==> src/rtl/aska_npg_pkg.sv <==
// Shared definitions for the ASKA neural pulse generator configuration front-end.
// Holds register widths, the host address map, CTRL bit positions, reset values,
// the commit FSM state encoding and a small byte-lane insert helper.
package aska_npg_pkg;

  localparam int unsigned ADDR_W = 5;
  localparam int unsigned DATA_W = 8;

  localparam int unsigned AMP_W  = 6;
  localparam int unsigned FREQ_W = 12;
  localparam int unsigned PH_W   = 3;
  localparam int unsigned RAMP_W = 6;
  localparam int unsigned RF_W   = 10;
  localparam int unsigned ON_W   = 8;
  localparam int unsigned OFF_W  = 10;
  localparam int unsigned EL_W   = 32;

  // Number of quotient bits produced by the divider (one per cycle).
  localparam int unsigned DIV_STEPS = RF_W;

  localparam int unsigned FREQ_RST_DEF  = 400;
  localparam int unsigned PHASE_RST_DEF = 1;

  localparam logic [ADDR_W-1:0] ADDR_AMP     = 5'd0;
  localparam logic [ADDR_W-1:0] ADDR_FREQ_LO = 5'd1;
  localparam logic [ADDR_W-1:0] ADDR_FREQ_HI = 5'd2;
  localparam logic [ADDR_W-1:0] ADDR_PHASE   = 5'd3;
  localparam logic [ADDR_W-1:0] ADDR_RAMP    = 5'd4;
  localparam logic [ADDR_W-1:0] ADDR_ON      = 5'd5;
  localparam logic [ADDR_W-1:0] ADDR_OFF_LO  = 5'd6;
  localparam logic [ADDR_W-1:0] ADDR_OFF_HI  = 5'd7;
  localparam logic [ADDR_W-1:0] ADDR_EL1_B0  = 5'd8;
  localparam logic [ADDR_W-1:0] ADDR_EL2_B0  = 5'd12;
  localparam logic [ADDR_W-1:0] ADDR_CTRL    = 5'd16;

  localparam int unsigned CTRL_ENABLE  = 0;
  localparam int unsigned CTRL_COMMIT  = 1;
  localparam int unsigned CTRL_CLR_ERR = 2;

  typedef enum logic [1:0] {
    StIdle = 2'd0,
    StDiv  = 2'd1,
    StWait = 2'd2
  } cfg_state_e;

  // Replace byte lane idx of a 32-bit word.
  function automatic logic [EL_W-1:0] set_byte(input logic [EL_W-1:0] word,
                                                input logic [1:0]      idx,
                                                input logic [7:0]      b);
    logic [EL_W-1:0] r;
    r = word;
    r[8*int'(idx) +: 8] = b;
    return r;
  endfunction

endpackage

==> src/rtl/aska_npg_cfg_if.sv <==
// Host byte-write bus into the configuration front-end.
//   wr_en/addr/wdata : one-cycle byte write from the SPI/UART bridge (host -> cfg)
//   wr_ready/busy    : commit status (cfg -> host)
//   cmd_err          : sticky dropped-write flag (cfg -> host)
interface aska_npg_cfg_if;
  import aska_npg_pkg::*;

  logic              wr_en;
  logic [ADDR_W-1:0] addr;
  logic [DATA_W-1:0] wdata;
  logic              wr_ready;
  logic              busy;
  logic              cmd_err;

  modport master (
    output wr_en, addr, wdata,
    input  wr_ready, busy, cmd_err
  );

  modport slave (
    input  wr_en, addr, wdata,
    output wr_ready, busy, cmd_err
  );
endinterface

==> src/rtl/aska_npg_rdiv.sv <==
// 10-bit by 6-bit restoring divider, one quotient bit per cycle.
//   start    : latch operands and begin (ignored mid-run only by the caller)
//   dividend : 10-bit numerator
//   divisor  : 6-bit denominator; zero yields quotient 0 after the full run
//   done     : high during the cycle whose edge produces the last quotient bit
//   quotient : valid from the cycle after done until the next start
module aska_npg_rdiv
  import aska_npg_pkg::*;
(
  input  logic              clk,
  input  logic              resetn,
  input  logic              start,
  input  logic [RF_W-1:0]   dividend,
  input  logic [RAMP_W-1:0] divisor,
  output logic              done,
  output logic [RF_W-1:0]   quotient
);

  localparam logic [3:0] LastStep = 4'(DIV_STEPS - 1);

  logic              run_q;
  logic [3:0]        cnt_q;
  logic [RF_W-1:0]   dvd_q;
  logic [RAMP_W-1:0] dvs_q;
  logic [RAMP_W-1:0] rem_q;
  logic [RF_W-1:0]   quo_q;
  logic              zero_q;

  logic [RAMP_W:0]   trial;
  logic              ge;
  logic [RAMP_W:0]   rem_next;

  always_comb begin
    trial    = {rem_q, dvd_q[RF_W-1]};
    ge       = (trial >= {1'b0, dvs_q});
    rem_next = ge ? (trial - {1'b0, dvs_q}) : trial;
  end

  assign done     = run_q && (cnt_q == LastStep);
  assign quotient = zero_q ? '0 : quo_q;

  always_ff @(posedge clk or negedge resetn) begin
    if (!resetn) begin
      run_q  <= 1'b0;
      cnt_q  <= '0;
      dvd_q  <= '0;
      dvs_q  <= '0;
      rem_q  <= '0;
      quo_q  <= '0;
      zero_q <= 1'b0;
    end else if (start) begin
      run_q  <= 1'b1;
      cnt_q  <= '0;
      dvd_q  <= dividend;
      dvs_q  <= divisor;
      rem_q  <= '0;
      quo_q  <= '0;
      zero_q <= (divisor == '0);
    end else if (run_q) begin
      dvd_q <= {dvd_q[RF_W-2:0], 1'b0};
      // Remainder is always below the divisor, so it fits in RAMP_W bits.
      rem_q <= rem_next[RAMP_W-1:0];
      quo_q <= {quo_q[RF_W-2:0], ge};
      cnt_q <= cnt_q + 4'd1;
      if (done) run_q <= 1'b0;
    end
  end

endmodule

==> src/rtl/aska_npg_cfg.sv <==
// Configuration front-end for aska_npg.
// Host byte writes land in shadow registers; a CTRL commit computes
// ramp_factor = (amplitude*16)/ramp and then copies the whole shadow set into
// the active outputs on a single edge with pulse_active low.
//   clk, resetn      : clock, asynchronous active-low reset
//   bus (slave)      : host byte-write bus with wr_ready/busy/cmd_err status
//   pulse_active     : from aska_npg, defers the active update while high
//   amplitude..electrode2, ramp_factor : active parameter set to aska_npg
//   enable           : direct npg enable from CTRL bit0, not shadowed
module aska_npg_cfg
  import aska_npg_pkg::*;
#(
  parameter int unsigned FREQ_RST  = FREQ_RST_DEF,
  parameter int unsigned PHASE_RST = PHASE_RST_DEF
) (
  input  logic              clk,
  input  logic              resetn,
  aska_npg_cfg_if.slave     bus,
  input  logic              pulse_active,
  output logic [AMP_W-1:0]  amplitude,
  output logic [FREQ_W-1:0] freq,
  output logic [PH_W-1:0]   phaseDuration,
  output logic [RAMP_W-1:0] ramp,
  output logic [RF_W-1:0]   ramp_factor,
  output logic [ON_W-1:0]   ON_time,
  output logic [OFF_W-1:0]  OFF_time,
  output logic [EL_W-1:0]   electrode1,
  output logic [EL_W-1:0]   electrode2,
  output logic              enable
);

  localparam logic [FREQ_W-1:0] FreqRstV  = FREQ_W'(FREQ_RST);
  localparam logic [PH_W-1:0]   PhaseRstV = PH_W'(PHASE_RST);

  cfg_state_e state_q, state_d;

  logic busy, div_start, load_active, div_done;
  logic [RF_W-1:0] quotient;

  logic wr_shadow, wr_ctrl, commit_req, err_set, err_clr;
  logic cmd_err_q, cmd_err_d;
  logic enable_q;

  logic [AMP_W-1:0]  sh_amp_q,  sh_amp_d,  act_amp_q;
  logic [FREQ_W-1:0] sh_freq_q, sh_freq_d, act_freq_q;
  logic [PH_W-1:0]   sh_ph_q,   sh_ph_d,   act_ph_q;
  logic [RAMP_W-1:0] sh_ramp_q, sh_ramp_d, act_ramp_q;
  logic [ON_W-1:0]   sh_on_q,   sh_on_d,   act_on_q;
  logic [OFF_W-1:0]  sh_off_q,  sh_off_d,  act_off_q;
  logic [EL_W-1:0]   sh_el1_q,  sh_el1_d,  act_el1_q;
  logic [EL_W-1:0]   sh_el2_q,  sh_el2_d,  act_el2_q;
  logic [RF_W-1:0]   act_rf_q;

  // Host decode. Addresses 17-31 fall through and are ignored.
  assign wr_shadow  = bus.wr_en && !bus.addr[4];
  assign wr_ctrl    = bus.wr_en && (bus.addr == ADDR_CTRL);
  assign commit_req = wr_ctrl && bus.wdata[CTRL_COMMIT];

  // FSM: state register
  always_ff @(posedge clk or negedge resetn) begin
    if (!resetn) state_q <= StIdle;
    else         state_q <= state_d;
  end

  // FSM: next state
  always_comb begin
    state_d = state_q;
    unique case (state_q)
      StIdle:  if (commit_req)    state_d = StDiv;
      StDiv:   if (div_done)      state_d = StWait;
      StWait:  if (!pulse_active) state_d = StIdle;
      default:                    state_d = StIdle;
    endcase
  end

  // FSM: outputs
  always_comb begin
    busy         = (state_q != StIdle);
    bus.wr_ready = (state_q == StIdle);
    div_start    = (state_q == StIdle) && commit_req;
    load_active  = (state_q == StWait) && !pulse_active;
  end

  assign bus.busy = busy;

  aska_npg_rdiv u_rdiv (
    .clk      (clk),
    .resetn   (resetn),
    .start    (div_start),
    .dividend ({sh_amp_q, 4'b0000}),
    .divisor  (sh_ramp_q),
    .done     (div_done),
    .quotient (quotient)
  );

  // Sticky error: a new drop wins over a same-cycle clear.
  always_comb begin
    err_set   = busy && (wr_shadow || commit_req);
    err_clr   = wr_ctrl && bus.wdata[CTRL_CLR_ERR];
    cmd_err_d = cmd_err_q;
    if (err_set)      cmd_err_d = 1'b1;
    else if (err_clr) cmd_err_d = 1'b0;
  end

  assign bus.cmd_err = cmd_err_q;

  // Shadow next-state; frozen while busy so the pending commit stays coherent.
  always_comb begin
    sh_amp_d  = sh_amp_q;
    sh_freq_d = sh_freq_q;
    sh_ph_d   = sh_ph_q;
    sh_ramp_d = sh_ramp_q;
    sh_on_d   = sh_on_q;
    sh_off_d  = sh_off_q;
    sh_el1_d  = sh_el1_q;
    sh_el2_d  = sh_el2_q;
    if (wr_shadow && !busy) begin
      case (bus.addr)
        ADDR_AMP:     sh_amp_d        = bus.wdata[AMP_W-1:0];
        ADDR_FREQ_LO: sh_freq_d[7:0]  = bus.wdata;
        ADDR_FREQ_HI: sh_freq_d[11:8] = bus.wdata[3:0];
        ADDR_PHASE:   sh_ph_d         = bus.wdata[PH_W-1:0];
        ADDR_RAMP:    sh_ramp_d       = bus.wdata[RAMP_W-1:0];
        ADDR_ON:      sh_on_d         = bus.wdata;
        ADDR_OFF_LO:  sh_off_d[7:0]   = bus.wdata;
        ADDR_OFF_HI:  sh_off_d[9:8]   = bus.wdata[1:0];
        default: begin
          if (bus.addr[4:2] == ADDR_EL1_B0[4:2]) begin
            sh_el1_d = set_byte(sh_el1_q, bus.addr[1:0], bus.wdata);
          end else if (bus.addr[4:2] == ADDR_EL2_B0[4:2]) begin
            sh_el2_d = set_byte(sh_el2_q, bus.addr[1:0], bus.wdata);
          end
        end
      endcase
    end
  end

  always_ff @(posedge clk or negedge resetn) begin
    if (!resetn) begin
      sh_amp_q  <= '0;
      sh_freq_q <= FreqRstV;
      sh_ph_q   <= PhaseRstV;
      sh_ramp_q <= '0;
      sh_on_q   <= '0;
      sh_off_q  <= '0;
      sh_el1_q  <= '0;
      sh_el2_q  <= '0;
      cmd_err_q <= 1'b0;
      enable_q  <= 1'b0;
    end else begin
      sh_amp_q  <= sh_amp_d;
      sh_freq_q <= sh_freq_d;
      sh_ph_q   <= sh_ph_d;
      sh_ramp_q <= sh_ramp_d;
      sh_on_q   <= sh_on_d;
      sh_off_q  <= sh_off_d;
      sh_el1_q  <= sh_el1_d;
      sh_el2_q  <= sh_el2_d;
      cmd_err_q <= cmd_err_d;
      if (wr_ctrl) enable_q <= bus.wdata[CTRL_ENABLE];
    end
  end

  // Active set: every field and ramp_factor load on the same edge.
  always_ff @(posedge clk or negedge resetn) begin
    if (!resetn) begin
      act_amp_q  <= '0;
      act_freq_q <= FreqRstV;
      act_ph_q   <= PhaseRstV;
      act_ramp_q <= '0;
      act_on_q   <= '0;
      act_off_q  <= '0;
      act_el1_q  <= '0;
      act_el2_q  <= '0;
      act_rf_q   <= '0;
    end else if (load_active) begin
      act_amp_q  <= sh_amp_q;
      act_freq_q <= sh_freq_q;
      act_ph_q   <= sh_ph_q;
      act_ramp_q <= sh_ramp_q;
      act_on_q   <= sh_on_q;
      act_off_q  <= sh_off_q;
      act_el1_q  <= sh_el1_q;
      act_el2_q  <= sh_el2_q;
      act_rf_q   <= quotient;
    end
  end

  assign amplitude     = act_amp_q;
  assign freq          = act_freq_q;
  assign phaseDuration = act_ph_q;
  assign ramp          = act_ramp_q;
  assign ramp_factor   = act_rf_q;
  assign ON_time       = act_on_q;
  assign OFF_time      = act_off_q;
  assign electrode1    = act_el1_q;
  assign electrode2    = act_el2_q;
  assign enable        = enable_q;

endmodule

==> src/flat_wrapper.sv <==
// flat-port wrapper written by rule: the top's interface ports become plain ports
module aska_npg_cfg_flat import aska_npg_pkg::*;
#(
  parameter int unsigned FREQ_RST  = FREQ_RST_DEF,
  parameter int unsigned PHASE_RST = PHASE_RST_DEF
)
  (clk, resetn, pulse_active, amplitude, freq, phaseDuration, ramp, ramp_factor, ON_time, OFF_time, electrode1, electrode2, enable, bus_wr_en, bus_addr, bus_wdata, bus_wr_ready, bus_busy, bus_cmd_err);
  aska_npg_cfg_if bus_i ();
  input  logic clk;
  input  logic resetn;
  input  logic pulse_active;
  output logic [AMP_W-1:0] amplitude;
  output logic [FREQ_W-1:0] freq;
  output logic [PH_W-1:0] phaseDuration;
  output logic [RAMP_W-1:0] ramp;
  output logic [RF_W-1:0] ramp_factor;
  output logic [ON_W-1:0] ON_time;
  output logic [OFF_W-1:0] OFF_time;
  output logic [EL_W-1:0] electrode1;
  output logic [EL_W-1:0] electrode2;
  output logic enable;
  input wire logic [$bits(bus_i.wr_en)-1:0] bus_wr_en;
  input wire logic [$bits(bus_i.addr)-1:0] bus_addr;
  input wire logic [$bits(bus_i.wdata)-1:0] bus_wdata;
  output wire logic [$bits(bus_i.wr_ready)-1:0] bus_wr_ready;
  output wire logic [$bits(bus_i.busy)-1:0] bus_busy;
  output wire logic [$bits(bus_i.cmd_err)-1:0] bus_cmd_err;
  assign bus_i.wr_en = bus_wr_en;
  assign bus_i.addr = bus_addr;
  assign bus_i.wdata = bus_wdata;
  assign bus_wr_ready = bus_i.wr_ready;
  assign bus_busy = bus_i.busy;
  assign bus_cmd_err = bus_i.cmd_err;
  aska_npg_cfg #(.FREQ_RST(FREQ_RST), .PHASE_RST(PHASE_RST)) u_core (.clk(clk), .resetn(resetn), .bus(bus_i), .pulse_active(pulse_active), .amplitude(amplitude), .freq(freq), .phaseDuration(phaseDuration), .ramp(ramp), .ramp_factor(ramp_factor), .ON_time(ON_time), .OFF_time(OFF_time), .electrode1(electrode1), .electrode2(electrode2), .enable(enable));
endmodule
==> config.mk <==
export PLATFORM = sky130hd
export DESIGN_NAME = aska_npg_cfg_flat
export DESIGN_NICKNAME = d
export VERILOG_FILES = /design/src/rtl/aska_npg_pkg.sv /design/src/rtl/aska_npg_cfg_if.sv /design/src/rtl/aska_npg_rdiv.sv /design/src/rtl/aska_npg_cfg.sv /design/src/flat_wrapper.sv
export SDC_FILE = /design/constraint.sdc
export NUM_CORES = 1
export LEC_CHECK = 0
export CAP_MARGIN = 15
export CORE_MARGIN = 5
export CORE_UTILIZATION = 45
export CTS_CLUSTER_DIAMETER = 100
export CTS_CLUSTER_SIZE = 40
export DETAILED_ROUTE_END_ITERATION = 6
export PLACE_DENSITY = 0.73
export SYNTH_ARGS = -nofsm -noshare
export SYNTH_HDL_FRONTEND = slang
export SYNTH_SLANG_ARGS = --single-unit
==> constraint.sdc <==
create_clock -name clk -period 2.9 [get_ports clk]
set_input_delay 0.435 -clock clk [delete_from_list [all_inputs] [get_ports clk]]
set_output_delay 0.435 -clock clk [all_outputs]
set_load 0.05 [all_outputs]
==> metrics.cfg <==
[global_route]
grt_overflow_total=0
first_global_vias=7469
gr-usage-all-layers_pct=18.6
antenna_found_initial=4
grt_pass1_wl_mm=40.3
grt_max_degree=79

[floorplan]
die_x_um=165
start_util_pct=45.8
ios=140
die-area_sq_um=27100
fp.dieH_um=165
core-area_sq_um=23500
row_count=56

[critical_path]
crit_type=flip-flop to primary output
crit_arrival_ns=2.26
worstPathMaxFanout=7
cp_slowest_cell=clkdlybuf4s50_1
path_cells=nor2_1, clkdlybuf4s50_1
required_ns=2.47
r2r_setup_slack_ns=0.62
cp-start-kind=flip-flop
critPathMaxStageDelay_ns=0.88
critPathCaptureType=primary output

[yosys]
synth.most_common_cell=nand2_1
synth_area_leaders=dfrtp_1, nand2_1, mux2_2, dfstp_2, nor2_1
synth_top_family_by_area=simple AND/OR/NAND/NOR gates
synthMuxAreaShare_pct=11.5
synth_xor_area_share_pct=0.489
ys_seq_area_share_pct=62.0
yosys.area_share.simple_pct=18.7
yosysTopAreaCellShare_pct=60.1
avgSynthCellArea_sq_um=10.9
synth_cell_types=47
ys_seq_elements=266
synth_adder_area_share_pct=1.58
synth-compound-area-share_pct=3.52
async_flop_share_pct=100
synth-main-ff-cell=dfrtp_1
synth_commonest_cells=nand2_1, dfrtp_1, mux2_2
synth_area_leader_cell=dfrtp_1
synth_edf_count=0
synth_cells=989
ys_warn_count=0
netlist_area_sq_um=10700
synth_nets=1019

[clock_network]
htree_levels=1
cts-root-buf=clkbuf_16
tritoncts=yes
cts.path.max_buffers=3
cts_buffers=11
cts_setup_buffers=0
clk_latency_ns=0.50
cts.reportedPaths.clkPinSlew_ns=0.14
clock-sinks=266

[power]
power.switching_uw=3000
power_density_nw_per_um2=692
power_leakage_uw=0.00651
pwr-share-comb_pct=25.6
p_int_uw=5960
ir_worst_vdd_uv=443
pwr-share-seq_pct=52.5
switching_share_pct=33.4
pwr-share-clk_pct=21.9

[drt]
via_count=7271
drt_iter0_markers=444
ant_nets=0
drcViolationCount=0
avgRoutedWirePerCell_um=17.1
dr.pass1.iters=4
totalWireLength_mm=24.6
routed_via_density=5.05

[place]
routabilityCongestion=0.808
dpl.hpwl_mm=17.4
io_buffers=139

[hold_path]
worstHoldPathType=flip-flop to flip-flop

[timing]
setup_viol=0
finClkSkew_ns=0.0282
finalCriticalPeriod_ns=2.70
hold-worst-slack_ns=0.465
tightestPinTransition_ns=0.728
slew_viol_final=0
setup_tns_ns=0
slew_headroom_pct=51.5
grt_setup_unrepaired=no
finalCritPeriodShare_pct=93.1
hold_viol=0
fmax_mhz=370

[status]
status=completed

[final_layout]
nNetsFinal=1148
syn2layout_area_growth_pct=20.5
drive_gt1_share_pct=14.1

[flow_run]
maxCapViolations=0

through the flow:
stage	cell area (sq um)	cells	power (uW)	worst slack [ns]	util (%)
4_1_cts	12900	1440	9040	0.188	55.2
2_1_floorplan	10700	989	6270	0.793	-
3_3_place_gp	12600	1423	6990	0.431	53.6
5_1_grt	12900	1441	9420	0.165	55.2
3_5_place_dp	12600	1423	7080	0.366	53.6
6_report	12900	1441	8960	0.201	55.2
final timing paths:
| check | start | cells past startpoint | to |
|---|---|---|---|
| max in group asynchronous | resetn | 3 | u_core.phaseDuration[0] |
| worst max register to register | u_core.u_rdiv.rem_q[3] | 6 | u_core.u_rdiv.rem_q[0] |
| min in group asynchronous | resetn | 2 | u_core.u_rdiv.rem_q[5] |
| worst min-delay path | u_core.freq[4] | 2 | u_core.freq[4] |
| worst min register to register | u_core.freq[4] | 2 | u_core.freq[4] |
| worst max-delay path | u_core.state_q[1] | 2 | bus_wr_ready |
registers in the layout, indices dropped and copies added, names as in the netlist, 10 cells and up:
register and flops:
u_core.electrode2 32, u_core.OFF_time 10, u_core.sh_off_q 10, u_core.electrode1 32, u_core.sh_freq_q 12, u_core.ramp_factor 10
u_core.u_rdiv.quo_q 10, u_core.sh_el2_q 32, u_core.sh_el1_q 32, u_core.freq 12
metal layers:
layer	global-route usage, %	wire length (um)	up-vias
met1	26.8	11300	3647
met5	0	54	-
met2	29.6	11500	133
li1	-	-	3452
met4	4.12	468	6
met3	3.39	1240	33
layout by cell type, fill, tap and decap left out, types with 2 or more instances in the layout:
master           netlist  layout
a211oi_1               2       2
a21o_1                 3       3
a21oi_1               12      12
a22o_1                16      16
a31oi_1                2       2
and3_1                 2       2
and4bb_2               2       2
buf_12                 0       5
buf_4                  1      16
clkbuf_16              0      11
clkdlybuf4s50_1        0     138
dfrtp_1              258     258
dfstp_2                8       8
ha_1                  12      12
inv_1                 12      12
mux2_2                95      95
mux2i_1               15      15
nand2_1              379     378
nand2_2                7       7
nand2_4                3       4
nand2b_1               9       9
nand3_1                4       4
nand3b_1              13      13
nand4b_1               2       2
nor2_1                47      47
nor2b_1                2       2
o21a_1                 3       3
o21ai_0               14      14
xnor2_1                2       2
xor2_1                 4       4
kinds of logic (layout without fill, tap and decap cells):
group / after synthesis / after routing
flip-flops: 266 / 266
AO/OA/AOI/OAI: 56 / 56
other: 0 / 1
AND/OR/NAND/NOR: 480 / 480
buffers and inverters: 57 / 189
multiplexers: 111 / 111
XOR/XNOR: 6 / 6
adder cells (fa/ha/maj): 13 / 13
power by group through the flow:
stage / registers (uW) / logic, uW / clock network (uW)
floorplan: 5180 / 1090 / 0
global placement: 4750 / 2250 / 0
detailed placement: 4770 / 2310 / 0
CTS: 4700 / 2320 / 2020
global route: 4780 / 2500 / 2130
finish: 4700 / 2300 / 1960
final cells by class:
class	count	area, sq um
clock buffer	13	293
clock inverter	3	66.3
timing repair buffer	161	1630
antenna	1	2.50
sequential	266	6670
tap	319	399
inverter	12	45.0
fill	2078	10500
multi-input combinational	666	3850
worst max-delay path: cells and delay by family, from the launching register on:
kind,cells,cell delay (ns)
simple gates,1,0.37
buf+inv,1,0.88
flops,1,0.52
timing repair:
| action | CTS | global route |
|---|---|---|
| gates resized for setup | 0 | 0 |
| hold endpoints to repair | 73 | 0 |
| hold buffers | 1 | 0 |
Power figures use the tool's default switching activity.
